$ cat src/rtl/pwm_pkg.sv
// Shared constants, register map, CTRL bit positions and FSM encoding for the PWM fader.
package pwm_pkg;

    localparam int unsigned MAX_DUTY = 100;
    localparam int unsigned DUTY_W   = 7;
    localparam int unsigned STEP_W   = 16;
    localparam int unsigned ADDR_W   = 2;
    localparam int unsigned DATA_W   = 32;

    localparam logic [ADDR_W-1:0] ADDR_TARGET = ADDR_W'(0);
    localparam logic [ADDR_W-1:0] ADDR_STEP   = ADDR_W'(1);
    localparam logic [ADDR_W-1:0] ADDR_CTRL   = ADDR_W'(2);

    localparam int unsigned CTRL_START = 0;
    localparam int unsigned CTRL_ABORT = 1;
    localparam int unsigned CTRL_JUMP  = 2;

    typedef enum logic [1:0] {
        ST_IDLE = 2'd0,
        ST_RAMP = 2'd1,
        ST_JUMP = 2'd2
    } state_e;

    // Read-back word for the CTRL/STATUS address.
    typedef struct packed {
        logic [22:0]       rsvd_hi;
        logic              busy;
        logic              rsvd_lo;
        logic [DUTY_W-1:0] cur;
    } status_t;

    function automatic logic [DUTY_W-1:0] clamp_duty(input logic [DUTY_W-1:0] v,
                                                     input logic [DUTY_W-1:0] max_v);
        return (v > max_v) ? max_v : v;
    endfunction

endpackage

$ cat src/rtl/pwm_step_timer.sv
// Reloadable down-counter; expire marks the last cycle of a step period.
module pwm_step_timer
    import pwm_pkg::*;
(
    input  logic              clk,
    input  logic              rst_n,
    input  logic              load,
    input  logic [STEP_W-1:0] value,
    output logic              expire
);

    logic [STEP_W-1:0] count;

    always_ff @(posedge clk or negedge rst_n) begin
        if (!rst_n) begin
            count <= '0;
        end else if (load) begin
            count <= value;
        end else if (count != '0) begin
            count <= count - STEP_W'(1);
        end
    end

    // A load of N lands the owner's action exactly N edges after the load edge.
    assign expire = (count == STEP_W'(1));

endmodule

$ cat src/rtl/pwm_fader.sv
// Register-programmed duty-cycle fader: ramps or jumps the PWM duty toward a target.
module pwm_fader #(
    parameter int unsigned DEFAULT_STEP = 500,
    parameter int unsigned MAX_DUTY     = pwm_pkg::MAX_DUTY
) (
    input  logic                         clk,
    input  logic                         rst_n,
    input  logic [pwm_pkg::ADDR_W-1:0]   A,
    input  logic [pwm_pkg::DATA_W-1:0]   WD,
    input  logic                         WE,
    output logic [pwm_pkg::DATA_W-1:0]   RD,
    output logic [pwm_pkg::DUTY_W-1:0]   PWM_WD,
    output logic                         PWM_WE,
    output logic                         busy,
    output logic                         done
);

    localparam int unsigned DUTY_W = pwm_pkg::DUTY_W;
    localparam int unsigned STEP_W = pwm_pkg::STEP_W;
    localparam int unsigned DATA_W = pwm_pkg::DATA_W;
    localparam logic [DUTY_W-1:0] DUTY_LIMIT = DUTY_W'(MAX_DUTY);
    localparam logic [STEP_W-1:0] STEP_RESET = STEP_W'(DEFAULT_STEP);

    pwm_pkg::state_e  state_q, state_nxt;
    pwm_pkg::status_t status;

    logic [DUTY_W-1:0] cur_q, cur_nxt, target_q;
    logic [STEP_W-1:0] step_q, step_eff;
    logic              pwm_we_nxt, done_nxt, timer_load, expire;
    logic              ctrl_wr, start_req, abort_req, jump_req;
    logic              unused_wd;

    assign unused_wd = ^WD[DATA_W-1:STEP_W];

    assign ctrl_wr   = WE && (A == pwm_pkg::ADDR_CTRL);
    assign start_req = ctrl_wr && WD[pwm_pkg::CTRL_START];
    assign abort_req = ctrl_wr && WD[pwm_pkg::CTRL_ABORT];
    assign jump_req  = ctrl_wr && WD[pwm_pkg::CTRL_JUMP];

    // A programmed step of zero still advances one duty unit per cycle.
    assign step_eff = (step_q == '0) ? STEP_W'(1) : step_q;

    // Software-visible configuration registers.
    always_ff @(posedge clk or negedge rst_n) begin
        if (!rst_n) begin
            target_q <= '0;
            step_q   <= STEP_RESET;
        end else if (WE) begin
            if (A == pwm_pkg::ADDR_TARGET) begin
                target_q <= pwm_pkg::clamp_duty(WD[DUTY_W-1:0], DUTY_LIMIT);
            end
            if (A == pwm_pkg::ADDR_STEP) begin
                step_q <= WD[STEP_W-1:0];
            end
        end
    end

    pwm_step_timer u_step_timer (
        .clk    (clk),
        .rst_n  (rst_n),
        .load   (timer_load),
        .value  (step_eff),
        .expire (expire)
    );

    // Next-state and output decode.
    always_comb begin
        state_nxt  = state_q;
        cur_nxt    = cur_q;
        pwm_we_nxt = 1'b0;
        done_nxt   = 1'b0;
        timer_load = 1'b0;
        case (state_q)
            pwm_pkg::ST_IDLE: begin
                if (!abort_req) begin
                    if (jump_req) begin
                        state_nxt = pwm_pkg::ST_JUMP;
                    end else if (start_req) begin
                        if (cur_q == target_q) begin
                            done_nxt = 1'b1;
                        end else begin
                            timer_load = 1'b1;
                            state_nxt  = pwm_pkg::ST_RAMP;
                        end
                    end
                end
            end
            pwm_pkg::ST_RAMP: begin
                if (abort_req) begin
                    state_nxt = pwm_pkg::ST_IDLE;
                end else if (expire) begin
                    timer_load = 1'b1;
                    // Direction is taken from the live target at every step.
                    if (cur_q == target_q) begin
                        done_nxt  = 1'b1;
                        state_nxt = pwm_pkg::ST_IDLE;
                    end else begin
                        cur_nxt    = (cur_q < target_q) ? cur_q + DUTY_W'(1) : cur_q - DUTY_W'(1);
                        pwm_we_nxt = 1'b1;
                        if (cur_nxt == target_q) begin
                            done_nxt  = 1'b1;
                            state_nxt = pwm_pkg::ST_IDLE;
                        end
                    end
                end
            end
            pwm_pkg::ST_JUMP: begin
                state_nxt = pwm_pkg::ST_IDLE;
                if (!abort_req) begin
                    cur_nxt    = target_q;
                    pwm_we_nxt = 1'b1;
                    done_nxt   = 1'b1;
                end
            end
            default: begin
                state_nxt = pwm_pkg::ST_IDLE;
            end
        endcase
    end

    always_ff @(posedge clk or negedge rst_n) begin
        if (!rst_n) begin
            state_q <= pwm_pkg::ST_IDLE;
            cur_q   <= '0;
            PWM_WE  <= 1'b0;
            done    <= 1'b0;
            busy    <= 1'b0;
        end else begin
            state_q <= state_nxt;
            cur_q   <= cur_nxt;
            PWM_WE  <= pwm_we_nxt;
            done    <= done_nxt;
            busy    <= (state_nxt != pwm_pkg::ST_IDLE);
        end
    end

    assign PWM_WD = cur_q;

    // Bus read mux.
    always_comb begin
        status      = '0;
        status.busy = busy;
        status.cur  = cur_q;
        RD          = '0;
        case (A)
            pwm_pkg::ADDR_TARGET: RD = DATA_W'(target_q);
            pwm_pkg::ADDR_STEP:   RD = DATA_W'(step_q);
            pwm_pkg::ADDR_CTRL:   RD = status;
            default:              RD = '0;
        endcase
    end

endmodule

$ cat config.mk
export PLATFORM = sky130hd
export DESIGN_NAME = pwm_fader
export DESIGN_NICKNAME = d
export VERILOG_FILES = /design/src/rtl/pwm_pkg.sv /design/src/rtl/pwm_step_timer.sv /design/src/rtl/pwm_fader.sv
export SDC_FILE = /design/constraint.sdc
export NUM_CORES = 1
export LEC_CHECK = 0
export CORE_AREA = 2 2 89 91
export CTS_CLUSTER_SIZE = 25
export DETAILED_ROUTE_END_ITERATION = 10
export DIE_AREA = 0 0 91 93
export PLACE_DENSITY = 0.76
export RECOVER_POWER = 25
export SLEW_MARGIN = 0
export SYNTH_ARGS = -nofsm -noshare
export SYNTH_HDL_FRONTEND = slang
export SYNTH_SLANG_ARGS = --single-unit
export TNS_END_PERCENT = 10
$ cat constraint.sdc
create_clock -name clk -period 3.1 [get_ports clk]
set_clock_uncertainty 0.15 [all_clocks]
set_input_delay 0.775 -clock clk [delete_from_list [all_inputs] [get_ports clk]]
set_output_delay 0.775 -clock clk [all_outputs]
set_load 0.02 [all_outputs]
; After elaboration in Yosys (flattened, before gate mapping)
; Cells that the tools add are included.
[op_classes]
eq_ne = 11
magnitude_cmp = 2
n_addsub = 3
mux = 40
n_reduce_logical = 14
[op_table]
columns = cell, n
row1 = $mux W16, 3
row2 = $pmux W16 S3, 1
row3 = $mux W7, 6
row4 = $mux W1, 17
row5 = $eq A16 B1 Y1 const B, 1
row6 = $logic_not A16 Y1, 1
row7 = $mux W2, 8
row8 = $reduce_bool A16 Y1, 1
row9 = $sub A16 B1 Y16 const B, 1
row10 = $eq A7 B7 Y1, 2
row11 = $pmux W7 S2, 1
row12 = $ne A2 B2 Y1 const B, 4
row13 = $add A7 B1 Y7 const B, 1
row14 = $gt A7 B7 Y1 const B, 1
row15 = $lt A7 B7 Y1, 1
row16 = $sub A7 B1 Y7 const B, 1
row17 = $reduce_bool A2 Y1, 3
row18 = $reduce_and A5 Y1, 1
row19 = $eq A2 B1 Y1 const B, 2
row20 = $eq A2 B2 Y1 const B, 2
row21 = $logic_and A1 B1 Y1, 4
row22 = $logic_not A2 Y1, 2
row23 = $pmux W1 S2, 2
row24 = $pmux W2 S2, 1
row25 = 2 further kinds, 3
[totals]
input_bits = 37
word_cells = 78
out_inout_bits = 42
regBits = 51

; Longest topological paths before layout
; Gate-level depths: netlist of run 1.
[depth]
depth_word = 9
ltp_mapped = 13
depth_no_buf = 13

; By module
; From an unflattened synthesis of run 1, not the netlist that was laid out.
[hier_totals]
hier_cells = 387
area_unflattened_um2 = 3632.2
[by_module_without_submodules]
columns = mod, seq_area_each_um2, instances, area_each_um2, cells_each
row1 = pwm_fader, 883.3, 1, 2568.7, 279
row2 = pwm_step_timer, 400.4, 1, 1063.5, 108

; Least setup slack after synthesis of run 1
; No wires, ideal clock.
[synth_path]
kind = reg2reg
start = register cur_q[4] (netlist: PWM_WD[4])
end = register state_q[1]
arrival_time_ps = 3131
path_stages_with_launch = 12
setup_slack_ps = -302
setup_time_ps = 122
period_less_slack_ps = 3402
n_path_buf = 0
required_time_ps = 2828
path_cell_list = dfrtp_1 ha_1 a211oi_1 nor2_1 or3_1 inv_1 fa_1 xnor2_1 or3_1 nor3_1 nand4_1 a32o_1
[synth_via]
elab_chain_cells = 8
word_cells_on_any_way = 15
cone_classes = add/sub (2) / order compare (1) / eq/ne (2) / mux (10)
[synth_rtl]
columns = element, line
row1 = start: declaration, pwm_fader.sv:27  ; logic [DUTY_W-1:0] cur_q, cur_nxt, target_q;
row2 = start signal: assignment, pwm_fader.sv:130  ; cur_q <= cur_nxt;
row3 = $sub A7 B1 Y7 (tied with other cells), pwm_fader.sv:98  ; cur_nxt = (cur_q < target_q) ? cur_q + DUTY_W'(1) : cur_q - DUTY_W'(1);
row4 = $mux W7, pwm_fader.sv:98
row5 = $eq A7 B7 Y1, pwm_fader.sv:100  ; if (cur_nxt == target_q) begin
row6 = $mux W2, pwm_fader.sv:100
row7 = $mux W2, pwm_fader.sv:94  ; if (cur_q == target_q) begin
row8 = $mux W2, pwm_fader.sv:91  ; end else if (expire) begin
row9 = $mux W2, pwm_fader.sv:89  ; if (abort_req) begin
row10 = $pmux W2 S2 *, pwm_fader.sv:73  ; case (state_q)
row11 = net state_nxt[1], pwm_fader.sv:24  ; pwm_pkg::state_e state_q, state_nxt;
row12 = end signal: assignment, pwm_fader.sv:123  ; state_q <= pwm_pkg::ST_IDLE;
row13 = end signal: assignment, pwm_fader.sv:129  ; state_q <= state_nxt;
row14 = end: declaration, pwm_fader.sv:24
; Mark *: on every way through the listed nets, which the timed path passes. The rest lies on a longest branch.
; A chain may end at the register's enable or synchronous reset.

; Final worst setup path of run 1
[layout_path]
start = register cur_q[4] (netlist: PWM_WD[4])
end = register busy
[layout_via]
elab_chain_cells = 9
word_cells_on_any_way = 16
cone_classes = add/sub (2) / order compare (1) / eq/ne (2) / mux (10) / reduce/logical (1)
[layout_rtl]
columns = element, line
row1 = $sub A7 B1 Y7 (tied with other cells), pwm_fader.sv:98
row2 = $mux W7, pwm_fader.sv:98
row3 = $eq A7 B7 Y1, pwm_fader.sv:100
row4 = $mux W2, pwm_fader.sv:100
row5 = $mux W2, pwm_fader.sv:94
row6 = $mux W2, pwm_fader.sv:91
row7 = $mux W2, pwm_fader.sv:89
row8 = $pmux W2 S2 *, pwm_fader.sv:73
row9 = $reduce_bool A2 Y1 *, pwm_fader.sv:133  ; busy <= (state_nxt != pwm_pkg::ST_IDLE);
row10 = end signal: assignment, pwm_fader.sv:133
row11 = end: declaration, pwm_fader.sv:14  ; output logic busy,
; Mark *: on every way between the ends. The rest lies on a longest branch, timed or not.

==> results of run 1 <==
==> flip-flops by register name (all words and copies together) (netlist names) <==
register and cells:
state_q 2, step_q 16, u_step_timer.count 16, done 1, PWM_WE 1, busy 1
target_q 7, PWM_WD 7
==> per-layer routing <==
layer / up-vias / wire length, um / track usage [%] / share of wire, %
li1: 1411 / - / - / -
met1: 1430 / 3660 / 25.8 / 42
met2: 77 / 4590 / 41.8 / 53
met3: 17 / 301 / 2.42 / 3.5
met4: 0 / 140 / 5.68 / 1.6
met5: - / 0 / 0 / 0
==> per-stage QoR <==
step / instance area, um^2 / TNS (ps) / hold WS, ps
global placement: 4250 / -3920 / 347
CTS: 4360 / -792 / 298
finish: 4380 / -1070 / 365
global route: 4380 / -1750 / 395
floorplan: 3540 / -130 / 326
detailed placement: 4250 / -4470 / 349
==> final cells by class <==
cell class	count	area share (%)
multi-input combinational	281	46.6
sequential	51	29.5
timing repair buffer	90	17.5
tap	102	2.92
clock buffer	7	1.97
inverter	15	1.34
clock inverter	1	0.200
==> how the worst max path moves through the flow <==
stage / startpoint / endpoint
6_report: PWM_WD[4]$_DFFE_PN0P_ / busy$_DFF_PN0_
5_1_grt: PWM_WD[4]$_DFFE_PN0P_ / busy$_DFF_PN0_
4_1_cts: target_q[4]$_DFFE_PN0P_ / busy$_DFF_PN0_
3_5_place_dp: PWM_WD[6]$_DFFE_PN0P_ / busy$_DFF_PN0_
3_3_place_gp: A[0] / RD[1]
2_1_floorplan: PWM_WD[4]$_DFFE_PN0P_ / busy$_DFF_PN0_
==> cell usage in the layout (no fill, tap or decap), types with 14 or more instances in the layout <==
cell type        synthesis  final
nor2_1                  19     19
o21ai_0                 27     27
xnor2_1                 14     14
conb_1                   1     16
buf_4                   16     42
mux2_2                  18     18
dfrtp_1                 45     40
clkdlybuf4s50_1          0     29
a21oi_1                 20     15
nand2_1                 43     43
==> power groups by stage <==
stage | Sequential (mW) | Combinational (mW) | Clock [mW]
final | 1.12 | 2.48 | 0.406
after global routing | 1.16 | 2.73 | 0.436
after CTS | 1.11 | 2.42 | 0.419
after detailed placement | 1.12 | 2.39 | 0
after global placement | 1.12 | 2.31 | 0
after floorplan | 1.17 | 1.54 | 0
==> cells by family after synthesis <==
family | after synthesis | share of synthesized area, %
AO/OA/AOI/OAI | 80 | 14.8
XOR/XNOR | 20 | 6.39
adder cells (fa/ha/maj) | 19 | 7.24
buffers and inverters | 44 | 7.24
flip-flops | 51 | 37.9
multiplexers | 27 | 8.64
other | 1 | 0.111
AND/OR/NAND/NOR | 119 | 17.7
==> timing repair <==
action	in CTS	in global routing
setup buffers	1	2
pin swaps	2	12
endpoints found under the setup margin	21	13
gates resized for setup	27	17
==> tightest hold or removal path: cells and delay by family (launching register included) <==
family | cells | cell delay [ps]
flip-flops | 1 | 400
AND/OR/NAND/NOR | 1 | 50
AO/OA/AOI/OAI | 1 | 60
==> results.txt, run 1 <==
----------------------------------------------------
[Status]
  Outcome ... complete, but fails checks
  Failing checks ... negative setup slack

[Setup path]
  Maximum fanout count along the critical path ... 5
  Worst reg-to-reg path cell count ... 12
  Worst path max stage delay ... 430 ps
  Worst setup path category ... flip-flop to flip-flop
  Arrival time of data at the critical path endpoint ... 3460 ps
  Minimum setup slack among reg-to-reg paths ... -310 ps
  Crit path depth ... 12
  Delay-heaviest family, CP ... simple AND/OR/NAND/NOR gates
  Cell type with the highest occurrence count on the critical path ... nand4_1
  CP Capture Type ... flip-flop
  Worst setup SP type ... flip-flop
  Critical path's slowest cell ... dfrtp_2
  Crit path cell chain ... ha_4 > nand4_1 > a21oi_2 > or3_4 > inv_4 > fa_2 > xor2_2 > xnor2_1 > or3_1 > nor3_2 > nand4_1 > a32o_1
  Capture point of the worst reg-to-reg path ... busy$_DFF_PN0_
  Worst R2R Start ... PWM_WD[4]$_DFFE_PN0P_
  Required @ worst endpoint ... 3150 ps
  Buf/Inv on CP ... 1

[Route]
  Final routed wire length divided by cell count ... 15.9 um
  DR DRC count ... 0
  Total number of vias ... 2935
  DRC marker count from the first detailed-route iteration ... 133
  Detailed-router iteration count before antenna repair ... 4
  Routed wire length ... 8700 um
  Ratio of routed vias to standard cells ... 5.37
  Detail Route Antenna Nets ... 0

[Logic synthesis]
  Number of cells produced by synthesis ... 361
  Yosys warning total ... 0
  Synth unique cells ... 54
  Proportion of netlist area held by the largest area contributor ... 33.2%
  Register area share after synthesis ... 37.9%
  Count of flip-flops with a built-in enable after synthesis ... 0
  Register bit total from synthesis ... 51
  Most instantiated library cell after synthesis ... dfrtp_1
  Post-Syn Area per Cell ... 9.38 um^2
  Biggest area contributors in the synthesized netlist ... dfrtp_1 (33%), ha_1 (6.6%), mux2_2 (6.0%)
  Fraction of synthesis flops using an asynchronous set or reset pin ... 100%
  Top_reg_cell synth ... dfrtp_1
  Library cell occupying the most area in the post-synthesis netlist ... dfrtp_1
  Netlist area before placement ... 0.00339 mm^2
  Most used standard cells in the synthesized netlist ... dfrtp_1 (45), nand2_1 (43), o21ai_0 (27)

[Final layout]
  Signed area change from the synthesized netlist to the final layout ... 29.2%
  Post-layout instance count excluding filler cells ... 547
  Finished Core Util ... 58.1%
  Area taken by multi-input logic gates ... 0.00204 mm^2
  Combined flip-flop and latch cell area ... 0.00129 mm^2
  Fill cell instance count of the final layout ... 704
  Number of nets in the finished design ... 500
  Fraction of final layout cells sized beyond drive strength 1 ... 25.8%
  Count of inserted antenna diode cells ... 0

[STA]
  Final setup slack of the worst path ... -314 ps
  Slew at the pin with the worst max-slew slack ... 1250 ps
  Number of endpoints with negative hold slack in the final report ... 0
  Unrepaired setup endpoints after global routing ... yes
  Min Clock Period, post-route ... 3410 ps
  Period Utilization, post-route ... 110%
  Number of endpoints failing setup at the final stage ... 4
  Max_slew headroom ... 16.9%
  Final Max Tran Viols ... 0
  Maximum operating frequency ... 0.293 GHz

[Worst hold path]
  Worst hold path class ... flip-flop to flip-flop
  Worst min-delay path startpoint ... step_q[2]$_DFFE_PN1P_
  Hold Path Cell Cnt ... 2
  Worst hold path endpoint ... step_q[2]$_DFFE_PN1P_

[Clocking]
  Clock buffers created by TritonCTS ... 5
  TritonCTS clock tree ... built
  Insertion delay of the later-clocked pin in the worst-skew pair ... 310 ps
  CTS HTree Levels ... 2
  Count of hold buffers inserted by post-cts repair ... 0
  Clock root cell ... clkbuf_8
  Sink count of the clock tree ... 51
  Register clock-pin slew on the reported worst setup and hold paths ... 90 ps
  Clk buf depth ... 2

[Run]
  Max Cap Viol ... 0

[Place]
  Post-Place Setup Slack ... -317 ps
  Dpl hpwl ... 6770 um
  Final Wtd Congestion ... 0.827
  Port-buffer cells ... 46
  Number of cells after detailed placement ... 536

[Floorplanning]
  Die footprint ... 0.00846 mm^2
  Placeable core region ... 0.00753 mm^2
  FP Rows ... 32
  Total I/O pin count ... 79
  Starting utilization of the core area ... 45.0%
  Die boundary height ... 93 um
  Die W ... 91 um

[Global route]
  First-pass GRT wire length ... 14700 um
  Largest net degree at the start of global routing ... 33
  Antenna violations before repair ... 0
  Via count of the first global-routing pass ... 3083
  Overflow left after global routing ... 0
  Overall routing resource usage ... 21.8%

[Power and ir drop]
  Pleak ... 1.87 nW
  Internal power component ... 2.36 mW
  Switch Pwr ... 1.65 mW
  Fraction of power consumed by combinational cells ... 61.9%
  Switching portion of total power ... 41.2%
  Pwr per Cell Area ... 916 mW/mm^2
  Design Power ... 4.01 mW
  Clock network power share ... 10.1%
  Power share of the sequential group ... 28.0%
  Largest voltage drop on the vdd net ... 0.879 mV

----------------------------------------------------
Note: power is estimated with default switching activity, not from simulation.
==> inputs of run 2 (changes only) <==
--- a/config.mk
+++ b/config.mk
@@ -5,14 +5,15 @@
 export SDC_FILE = /design/constraint.sdc
 export NUM_CORES = 1
 export LEC_CHECK = 0
-export CORE_AREA = 2 2 89 91
+export CORE_AREA = 2 2 91 93
 export CTS_CLUSTER_SIZE = 25
 export DETAILED_ROUTE_END_ITERATION = 10
-export DIE_AREA = 0 0 91 93
-export PLACE_DENSITY = 0.76
+export DIE_AREA = 0 0 93 95
+export PLACE_DENSITY = 0.77
 export RECOVER_POWER = 25
 export SLEW_MARGIN = 0
 export SYNTH_ARGS = -nofsm -noshare
 export SYNTH_HDL_FRONTEND = slang
+export SYNTH_HIERARCHICAL = 1
 export SYNTH_SLANG_ARGS = --single-unit
 export TNS_END_PERCENT = 10
==> run 2 against run 1 <==
Against the previous run: the flow still finishes with violations (negative setup slack); fmax increased by 7.9%; count of clock-buffer cells in the layout stayed put; final area rose by 10%; utilization rose by 2.7 points; non-clock buffer count up 10; worst hold slack improved by 14 ps; area after synthesis increased by 7.2%; setup slack better by 250 ps; register-to-register slack better by 250 ps; global-route usage grew 0.41 points; synthesized cell count grew 7.2%; sequential share of layout area fell by 2.7 points; critical path type unchanged.
==> results.txt, run 2 <==
----------------------------------------------------
[Final layout]
  Count of inserted antenna diode cells ... 0 (unchanged)
  Signed area change from the synthesized netlist to the final layout ... 32.7%
  Regs by FF count ... step_q: 16 flops, u_step_timer/count: 16 flops
  Fill cell instance count of the final layout ... 681 (-3.3%)
  Fin area ... 0.00482 mm^2 (+10%)
  Fraction of final layout cells sized beyond drive strength 1 ... 28.9% (+3.1 points)
  Post-layout instance count excluding filler cells ... 572 (+4.6%)
  Number of nets in the finished design ... 524 (+4.8%)
  Commonest non-fill, non-tap cell in the layout ... buf_4
  Top library cells by usage in the layout, fill and taps aside ... buf_4 (52), nand2_1 (41), dfrtp_1 (39)

[Global route]
  Largest net degree at the start of global routing ... 20 (-39%)
  Overflow left after global routing ... 0 (unchanged)
  Via count of the first global-routing pass ... 3207 (+4.0%)
  Overall routing resource usage ... 22.2% (+0.41 points)
  First-pass GRT wire length ... 15500 um (+5.4%)
  Antenna violations before repair ... 0 (unchanged)

[Logic synthesis]
  Netlist area before placement ... 0.00363 mm^2 (+7.2%)
  Share of synthesized cell area in and, or, nand and nor gates ... 20.1% (+2.4 points)
  Fraction of synthesis flops using an asynchronous set or reset pin ... 100% (unchanged)
  Number of cells produced by synthesis ... 387 (+7.2%)
  Count of flip-flops with a built-in enable after synthesis ... 0 (unchanged)
  Library cell occupying the most area in the post-synthesis netlist ... dfrtp_1
  Proportion of netlist area held by the largest area contributor ... 31.0% (-2.2 points)
  Synth Area in Adders ... 7.44% (+0.20 points)
  Top_reg_cell synth ... dfrtp_1
  Post-synthesis mux area share ... 8.34% (-0.31 points)
  Synth unique cells ... 64 (+19%)
  Biggest area contributors in the synthesized netlist ... dfrtp_1 (31%), ha_1 (6.9%), mux2_2 (5.6%)
  Register area share after synthesis ... 35.3% (-2.6 points)
  Most instantiated library cell after synthesis ... dfrtp_1
  Largest family of logic cells by synthesized area ... simple AND/OR/NAND/NOR gates
  XOR/XNOR Fraction of Synth Area ... 5.24% (-1.2 points)
  Yosys warning total ... 6 (+6)
  Compound-Gate Fraction of Synth Area ... 15.6% (+0.79 points)
  Most used standard cells in the synthesized netlist ... dfrtp_1 (45), nand2_1 (42), o21ai_0 (29)
  Post-Syn Area per Cell ... 9.39 um^2 (about the same)
  Register bit total from synthesis ... 51 (unchanged)

[Setup path]
  Worst path max stage delay ... 400 ps (-30 ps)
  Critical path's slowest cell ... dfrtp_1
  Required @ worst endpoint ... 3150 ps (about the same)
  Worst setup path category ... flip-flop to flip-flop
  Maximum fanout count along the critical path ... 7 (+2)
  CP Capture Type ... flip-flop
  Arrival time of data at the critical path endpoint ... 3210 ps (-250 ps)
  Crit path cell chain ... inv_2 > ha_4 > a21oi_4 > nor2_2 > a2111oi_4 > bufinv_8 > ha_4 > nand3_4 > and2_4 > a2111oi_4 > xnor2_1 > and4b_4 > o21ai_1
  Worst setup SP type ... flip-flop

[Clocking]
  Sink count of the clock tree ... 51 (unchanged)
  TritonCTS clock tree ... built
  Clk buf depth ... 2 (unchanged)
  Register clock-pin slew on the reported worst setup and hold paths ... 100 ps (about the same)
  Clock root cell ... clkbuf_8
  Count of hold buffers inserted by post-cts repair ... 0 (unchanged)
  Insertion delay of the later-clocked pin in the worst-skew pair ... 310 ps (about the same)
  CTS HTree Levels ... 2 (unchanged)
  Clock buffers created by TritonCTS ... 5 (unchanged)

[STA]
  Min Clock Period, post-route ... 3160 ps (-251 ps)
  Number of endpoints failing setup at the final stage ... 4 (unchanged)
  Unrepaired setup endpoints after global routing ... yes
  Hold slack ... 379 ps (+14.3 ps)
  Slew at the pin with the worst max-slew slack ... 1060 ps (-185 ps)
  Period Utilization, post-route ... 102% (-8.1 points)
  Final setup slack of the worst path ... -63.5 ps (+251 ps)
  Max_slew headroom ... 29.2% (+12 points)
  Maximum operating frequency ... 0.316 GHz (+7.9%)
  Final Max Tran Viols ... 0 (unchanged)
  Number of endpoints with negative hold slack in the final report ... 0 (unchanged)

[Status]
  Outcome ... complete, but fails checks
  Failing checks ... negative setup slack

[Route]
  Ratio of routed vias to standard cells ... 5.38 (+0.35%)
  Final routed wire length divided by cell count ... 16.4 um (+3.3%)
  DR DRC count ... 0 (unchanged)
  Detail Route Antenna Nets ... 0 (unchanged)
  Routed wire length ... 9400 um (+8.1%)
  Detailed-router iteration count before antenna repair ... 4 (unchanged)
  Total number of vias ... 3080 (+4.9%)
  DRC marker count from the first detailed-route iteration ... 124 (-6.8%)

[Place]
  Port-buffer cells ... 46 (unchanged)
  Final Wtd Congestion ... 0.865 (+4.5%)
  Number of cells after detailed placement ... 563 (+5.0%)
  Cell Area, Placed ... 0.00465 mm^2 (+9.4%)
  Post-Place Setup Slack ... -311 ps (+5.61 ps)
  Dpl hpwl ... 7320 um (+8.1%)

[Floorplanning]
  Die boundary height ... 95 um (+2.2%)
  Die W ... 93 um (+2.2%)
  Die footprint ... 0.00884 mm^2 (+4.4%)
  Placeable core region ... 0.00793 mm^2 (+5.3%)
  FP Rows ... 33 (+3.1%)
  Starting utilization of the core area ... 45.8% (+0.82 points)
  Total I/O pin count ... 79 (unchanged)

[Run]
  Max Cap Viol ... 0 (unchanged)

[Power and ir drop]
  Pwr per Cell Area ... 947 mW/mm^2 (+3.4%)
  Largest voltage drop on the vdd net ... 0.459 mV (-48%)
  Design Power ... 4.56 mW (+14%)
  Pleak ... 2.08 nW (+11%)

[Worst hold path]
  Worst hold path class ... flip-flop to flip-flop

----------------------------------------------------
-- run 2: changes by cell type in the layout (fill, tap and decap cells not counted), sizes merged, moves of 5 or more --
cell   previous run  this run
xor2              3         8
nor3             10         4
buf              43        54
or3               7         0
xnor2            14         6
-- run 2: cells by family after synthesis --
| logic type | after synthesis |
|---|---|
| mux | 28 |
| fa+ha+maj | 21 |
| flops | 51 |
| buf+inv | 58 |
| xor+xnor | 17 |
| other cells | 1 |
| simple gates | 124 |
| compound gates | 87 |
-- run 2: area by class of cell --
cell class / instances / area (um^2) / area share, %
repair buffers: 100 / 843 / 17.5
flip-flops and latches: 51 / 1290 / 26.8
well taps: 105 / 131 / 2.73
multi-input cells: 293 / 2380 / 49.3
clock inverters: 1 / 30.0 / 0.623
clock buffers: 7 / 76.3 / 1.58
inverters: 15 / 70.1 / 1.45
-- run 2: power by group --
group          internal, mW  leakage, nW  switching (mW)
logic                  1.53         1.43            1.40
registers             0.883        0.595           0.280
clock network         0.242       0.0524           0.229
total                  2.65         2.08            1.91
-- run 2: path summary, 6_finish.rpt --
check,startpoint,to,slack [ps],depth (start not counted)
min in group asynchronous,rst_n,u_step_timer/count[13]$_DFFE_PN0P_,480,1
worst min register to register,step_q[2]$_DFFE_PN1P_,step_q[2]$_DFFE_PN1P_,380,2
worst max register to register,target_q[4]$_DFFE_PN0P_,busy$_DFF_PN0_,-60,13
max in group asynchronous,rst_n,PWM_WD[1]$_DFFE_PN0P_,940,2
worst max-delay path,target_q[4]$_DFFE_PN0P_,busy$_DFF_PN0_,-60,13
worst min-delay path,step_q[2]$_DFFE_PN1P_,step_q[2]$_DFFE_PN1P_,380,2
-- run 2: layer usage --
| metal | share of wire (%) | vias up | track usage (%) |
|---|---|---|---|
| li1 | - | 1486 | - |
| met1 | 44 | 1494 | 28.6 |
| met2 | 50 | 88 | 39.0 |
| met3 | 5.0 | 12 | 3.35 |
| met4 | 1.1 | 0 | 6.00 |
| met5 | 0 | - | 0 |
-- run 2: timing repair --
item                       4_1_cts  5_1_grt
pin swaps                        1        5
resized for setup               18       24
setup buffers                    0        1
setup endpoints to repair       21       26
-- run 2: through the flow --
step                TNS [ps]  util [%]
finish                  -222      60.8
global route           -1060      60.8
CTS                     -511      59.8
detailed placement     -7140      58.6
global placement       -6970      58.6
floorplan              -36.2         -
-- run 2: critical path, delay by kind of cell, from the launching register on --
kind	cells	cell delay [ps]
xor gates and xnor gates	1	170
buffers and inverters	2	370
AOI/OAI and AO/OA	4	860
DFF	1	400
adders and majority gates	2	500
and+or+nand+nor	4	600
